[config.mk]
export PLATFORM = sky130hd
export DESIGN_NAME = div
export DESIGN_NICKNAME = d
export VERILOG_FILES = /design/src/rtl/div_pkg.sv /design/src/rtl/div_step.sv /design/src/rtl/div.sv
export SDC_FILE = /design/constraint.sdc
export NUM_CORES = 1
export LEC_CHECK = 0
export CAP_MARGIN = 10
export CORE_ASPECT_RATIO = 0.9
export CORE_MARGIN = 4
export CORE_UTILIZATION = 43
export CTS_BUF_LIST = sky130_fd_sc_hd__clkbuf_8
export DETAILED_ROUTE_END_ITERATION = 10
export PLACE_DENSITY = 0.72
export SYNTH_ARGS = -nofsm -noshare
export SYNTH_HDL_FRONTEND = slang
export SYNTH_SLANG_ARGS = --single-unit
[constraint.sdc]
create_clock -name clk -period 13.79 [get_ports clk]
set_input_delay 2.758 -clock clk [delete_from_list [all_inputs] [get_ports clk]]
set_output_delay 2.758 -clock clk [all_outputs]
set_load 0.05 [all_outputs]
[src/rtl/div_pkg.sv]
// Shared constants, state encoding and helpers for the multi-cycle divider.
`timescale 1ns/1ps
package div_pkg;

  localparam logic        RstEnable         = 1'b1;
  localparam logic        DivResultReady    = 1'b1;
  localparam logic        DivResultNotReady = 1'b0;
  localparam logic        DivStart          = 1'b1;
  localparam logic        DivStop           = 1'b0;
  localparam logic        Stop              = 1'b1;
  localparam logic        NoStop            = 1'b0;
  localparam logic [31:0] ZeroWord          = 32'h0000_0000;

  typedef enum logic [1:0] {
    DivFree   = 2'b00,
    DivByZero = 2'b01,
    DivOn     = 2'b10,
    DivEnd    = 2'b11
  } div_state_e;

  // Magnitude of an operand: two's-complement negate when it is signed and negative.
  function automatic logic [31:0] abs_if_signed(input logic is_signed, input logic [31:0] v);
    return (is_signed && v[31]) ? (~v + 32'd1) : v;
  endfunction

endpackage

[src/rtl/div_step.sv]
// One restoring-division step: trial-subtract the divisor from the partial
// remainder and shift either the restored or the reduced value left.
`timescale 1ns/1ps
module div_step (
  input  logic [64:0] work_i,
  input  logic [31:0] divisor_i,
  output logic [64:0] work_o
);

  logic [32:0] diff;

  // Trial subtraction; diff[32] set means the divisor did not fit this round.
  always_comb begin
    diff = work_i[64:32] - {1'b0, divisor_i};
    if (diff[32]) begin
      work_o = {work_i[63:0], 1'b0};
    end else begin
      work_o = {diff[31:0], work_i[31:0], 1'b1};
    end
  end

endmodule

[src/rtl/div.sv]
// Multi-cycle 32-bit DIV/DIVU unit: one quotient bit per cycle, with a
// combinational stall request that holds the pipeline until the result is ready.
`timescale 1ns/1ps
module div
  import div_pkg::*;
(
  input  logic        clk,
  input  logic        rst,
  input  logic        signed_div_i,
  input  logic [31:0] opdata1_i,
  input  logic [31:0] opdata2_i,
  input  logic        start_i,
  input  logic        annul_i,
  output logic [63:0] result_o,
  output logic        ready_o,
  output logic        stallreq_o
);

  div_state_e  state_q, state_d;
  logic [4:0]  cnt_q, cnt_d;
  logic [64:0] work_q, work_d;
  logic [31:0] divisor_q, divisor_d;
  logic        dvd_neg_q, dvd_neg_d;
  logic        dvs_neg_q, dvs_neg_d;
  logic [63:0] result_q, result_d;
  logic        ready_q, ready_d;

  logic [64:0] step_work;
  logic [31:0] final_quo;
  logic [31:0] final_rem;

  div_step u_step (
    .work_i    (work_q),
    .divisor_i (divisor_q),
    .work_o    (step_work)
  );

  // Sign-correct the last step's magnitudes: quotient negative when signs differ,
  // remainder follows the dividend.
  always_comb begin
    final_quo = step_work[31:0];
    final_rem = step_work[64:33];
    if (dvd_neg_q ^ dvs_neg_q) begin
      final_quo = ~step_work[31:0] + 32'd1;
    end
    if (dvd_neg_q) begin
      final_rem = ~step_work[64:33] + 32'd1;
    end
  end

  // Next-state and next-output logic for the divider FSM.
  always_comb begin
    state_d   = state_q;
    cnt_d     = cnt_q;
    work_d    = work_q;
    divisor_d = divisor_q;
    dvd_neg_d = dvd_neg_q;
    dvs_neg_d = dvs_neg_q;
    result_d  = result_q;
    ready_d   = DivResultNotReady;
    case (state_q)
      DivFree: begin
        result_d = {ZeroWord, ZeroWord};
        if (start_i == DivStart && !annul_i) begin
          if (opdata2_i == ZeroWord) begin
            state_d = DivByZero;
          end else begin
            state_d   = DivOn;
            cnt_d     = 5'd0;
            work_d    = {ZeroWord, abs_if_signed(signed_div_i, opdata1_i), 1'b0};
            divisor_d = abs_if_signed(signed_div_i, opdata2_i);
            dvd_neg_d = signed_div_i & opdata1_i[31];
            dvs_neg_d = signed_div_i & opdata2_i[31];
          end
        end
      end
      DivByZero: begin
        state_d  = DivEnd;
        result_d = {ZeroWord, ZeroWord};
        ready_d  = DivResultReady;
      end
      DivOn: begin
        if (annul_i) begin
          state_d  = DivFree;
          result_d = {ZeroWord, ZeroWord};
        end else begin
          work_d = step_work;
          cnt_d  = cnt_q + 5'd1;
          if (cnt_q == 5'd31) begin
            state_d  = DivEnd;
            result_d = {final_rem, final_quo};
            ready_d  = DivResultReady;
          end
        end
      end
      DivEnd: begin
        state_d  = DivFree;
        result_d = {ZeroWord, ZeroWord};
      end
      default: begin
        state_d  = DivFree;
        result_d = {ZeroWord, ZeroWord};
      end
    endcase
  end

  // State and registered outputs; reset overrides every other input.
  always_ff @(posedge clk) begin
    if (rst == RstEnable) begin
      state_q   <= DivFree;
      cnt_q     <= 5'd0;
      work_q    <= '0;
      divisor_q <= ZeroWord;
      dvd_neg_q <= 1'b0;
      dvs_neg_q <= 1'b0;
      result_q  <= {ZeroWord, ZeroWord};
      ready_q   <= DivResultNotReady;
    end else begin
      state_q   <= state_d;
      cnt_q     <= cnt_d;
      work_q    <= work_d;
      divisor_q <= divisor_d;
      dvd_neg_q <= dvd_neg_d;
      dvs_neg_q <= dvs_neg_d;
      result_q  <= result_d;
      ready_q   <= ready_d;
    end
  end

  assign result_o   = result_q;
  assign ready_o    = ready_q;
  assign stallreq_o = (start_i == DivStart && state_q != DivEnd) ? Stop : NoStop;

endmodule

# Word-level counts from Yosys, hierarchy flattened
# Index checks and enable logic that the tools add are counted.
# Widths: inputs -> output; s select.
# totals
memories	0
output_inout_bits	66
word_cells	68
rom_bits	0
ramBits	0
register_bits	171
inputBits	69
latchBits	0
# classes
muxes	25
div_mod_pow	0
n_reduce_logical	12
shifts	0
eq_ne	9
bitwise	8
magnitude_cmp	0
mul	0
addsub	6
# ops
cell	n
$mux 65	4
$pmux 65 s2	1
$add 32x1->32 const B	4
$mux 32	4
$mux 64	2
$not 32->32	4
$pmux 64 s2	1
$sub 33x32->33	1
$logic_not 32->1	1
$mux 5	3
$pmux 5 s2	1
$mux 2	4
$ne 2x2->1 const B	4
$pmux 2 s4	1
$add 5x1->5 const B	1
$eq 5x5->1 const B	1
$eq 2x2->1 const B	2
$logic_and 1x1->1	4
$reduce_and 4->1	1
$mux 1	3
$ne 3x3->1 const B	1
$reduce_and 3->1	1
$reduce_or 3->1	1
$and 1x1->1	2
8 further kinds	8

# Depth between registers and ports, before layout
# depth
word_depth	8
ltp_mapped	27
mapped_depth_nobuf	23

# Modules after synthesis
# A second synthesis with hierarchy kept.
# hier_totals
cells_unflattened	1491
area_unflattened_um2	11908.9
# modules_own_cells
module	seq_area_each_um2	n_inst	area_per_inst_um2	cells_each
div	3423.3	1	9310.2	1154
div_step	0.0	1	2598.7	337

# Worst setup path after synthesis
# OpenSTA, ideal clock, no wires.
# synth_timing
path_type	input -> output
start	input port start_i
end	output port stallreq_o
path_stages	1
t_required_ns	11.032
t_arrival_ns	3.465
path_slack_ns	7.567
n_path_buf	0
path_cell_list	nor2b_1
# synth_via
elab_chain_len	2
# synth_lines
item	line_no	text
start, declared	div.sv:12	input logic start_i,
$logic_and 1x1->1	div.sv:132	assign stallreq_o = (start_i == DivStart && state_q != DivEnd) ? Stop : NoStop;
$mux 1	div.sv:132	
end, declared	div.sv:16	output logic stallreq_o
# No other way between the ends.

# Worst setup path in the final report
# Same ends and word-level chain as after synthesis.

==> flow_summary.yaml <==
final_layout:
  num_antenna_cells: 0
  final_common_cell: "nand2_1"
  multiInputGateArea_um2: 8260
  final_nets: 1811
  drive_gt1_frac: 0.0590
  final_cell_mix: "nand2_1 (197), nor2_1 (196), dfxtp_1 (171), clkdlybuf4s50_1 (133), a21oi_1 (121)"
  fillers: 2732
  areaGrowthSynthToFinish_pct: 15.1
  fin_cells: 2072
  register_area_um2: 3420
clock_network:
  max-clock-path-buffers: 2
  clock_sinks: 171
  cts_buffers: 17
  cts-root-buf: "clkbuf_8"
  holdBufCountCts: 0
  post_cts_buffers: 0
  cts_tree: "built"
  ctsResizeCount: 0
  clk_pin_slew_ps: 100
  h-tree-depth: 4
  insertion_delay_ps: 490
floorplanning:
  floorplan.initialDensity: 0.439
  die_area_um2: 31500
  core_um2: 28100
  die_x_um: 187
  die_y_um: 169
  top_level_ports: 135
  placement_rows: 58
synthesis:
  syn_area_per_cell_um2: 7.57
  synthTopCellsByArea: "dfxtp_1 (28%), nor2_1 (6.0%), nand2_1 (6.0%), xnor2_1 (5.0%), a21oi_1 (4.9%)"
  synth_edf_count: 0
  synth_seq_cells: 171
  syn_area_um2: 12300
  synth_top_area_frac: 0.277
  dominantRegCellSynth: "dfxtp_1"
  yosysUniqueCellTypes: 96
  synth-seq-area-share: 0.277
  post-synth-top-area-cell: "dfxtp_1"
  mappedNetlistNets: 1742
  yosysWarnings: 0
  synthArstFlopShare: 0
  syn_inst: 1630
global_routing:
  gr-total-overflow: 0
  grt_start_max_net_pins: 96
  grt_pass1_vias: 11500
  grt_pass1_wl_um: 62600
  grt_usage: 0.241
  grt_antenna_before_repair: 0
timing:
  finalSetupTns_ps: 0
  finalCriticalPeriod_ps: 7010
  slew_violations: 0
  relSlewSlack: 0.144
  worst_pin_slew_ps: 1280
  fin_skew_ps: 26.1
  hold_violations: 0
  rsz0062_at_grt: "no"
  period_share: 0.508
  timing.fmax_mhz: 143
  setup_violations: 0
placement:
  numPortBuffers: 134
  dp_hpwl_um: 29600
  gp_congestion: 0.973
  dp_cells: 2040
setup_path:
  rrSetupSlack_ps: 7150
  cp.arrival_ps: 4250
  crit_required_ps: 11030
  start_kind: "input pin"
  cp_max_fo: 3
  path_class: "input pin to output pin"
  cp-end-kind: "output pin"
detailed_routing:
  drtAntennaViolNets: 0
  wl_um: 39000
  drtIter0Drc: 1220
  dr_total_vias: 12300
  drt_pass1_iterations: 6
  vias_per_cell: 5.95
  drc: 0
  wl_per_cell_um: 18.8
worst_hold_path:
  holdCritPathClass: "flop to flop"
power:
  p_total_mw: 2.08
  leakage_nw: 5.22
  p_per_area_nw_per_um2: 146
  vdd_drop_max_v: 0.000116
flow_run:
  drv_cap: 0
run_status:
  status: "finished clean"
power by group:
part / internal, mW / switching, mW / total (mW)
Combinational: 0.391 / 0.716 / 1.11
Sequential: 0.539 / 0.0509 / 0.590
Clock: 0.159 / 0.222 / 0.381
logic make-up (layout without fill, tap and decap cells):
kind of cell | count (synthesis) | after routing | synth area share
xor gates and xnor gates | 131 | 131 | 0.0936
buffers and inverters | 151 | 233 | 0.0545
and+or+nand+nor | 604 | 604 | 0.231
adders and majority gates | 43 | 43 | 0.0442
DFF | 171 | 171 | 0.277
AOI/OAI and AO/OA | 500 | 500 | 0.274
muxes | 30 | 30 | 0.0247
worst max-delay path: stages:
cell and delay (ps):
clkdlybuf4s50_1 520, nor2b_1 150, clkdlybuf4s50_1 810
per-layer routing:
layer,vias up,track usage,routed length [µm]
met5,-,0,0
met4,0,0.0681,991
met3,71,0.0289,2310
met2,436,0.386,17400
met1,5782,0.344,18300
li1,6045,-,-
registers in the layout, indices dropped and copies added, names as in the netlist:
register   cells
cnt_q          5
divisor_q     32
dvd_neg_q      1
dvs_neg_q      1
ready_o        1
result_o      64
state_q        2
work_q        65
stage by stage:
step | cell area [µm²] | util | setup WS, ps | hold slack [ps]
3_5_place_dp | 13800 | 0.491 | 6800 | 441
4_1_cts | 14200 | 0.506 | 6780 | 460
3_3_place_gp | 13800 | 0.491 | 6790 | 436
6_report | 14200 | 0.506 | 6780 | 454
2_1_floorplan | 12300 | - | 7570 | 433
5_1_grt | 14200 | 0.506 | 6730 | 484
final cells by class:
class	count	area share
Clock inverter	14	0.0119
Tap cell	360	0.0317
Clock buffer	18	0.0174
Inverter	52	0.0137
Multi-Input combinational cell	1308	0.582
Sequential cell	171	0.241
Timing Repair Buffer	149	0.102
cells in the mapped netlist (22+ instances only):
cell type	instances
a211oi_1	41
a21oi_1	121
a22oi_1	49
buf_2	24
clkbuf_1	63
dfxtp_1	171
ha_1	42
inv_1	50
mux2i_1	26
nand2_1	197
nor2_1	198
nor3_1	33
o21ai_0	110
o31ai_1	22
or3_1	25
xnor2_1	71
xor2_1	59
final timing paths:
check                    start            to  depth (start not counted)
setup reg to reg    work_q[32]  result_o[62]                         24
hold / removal    result_o[52]  result_o[52]                          2
hold reg to reg   result_o[52]  result_o[52]                          2
setup / recovery       start_i    stallreq_o                          3
No activity file was read; power rests on OpenSTA's default activity.
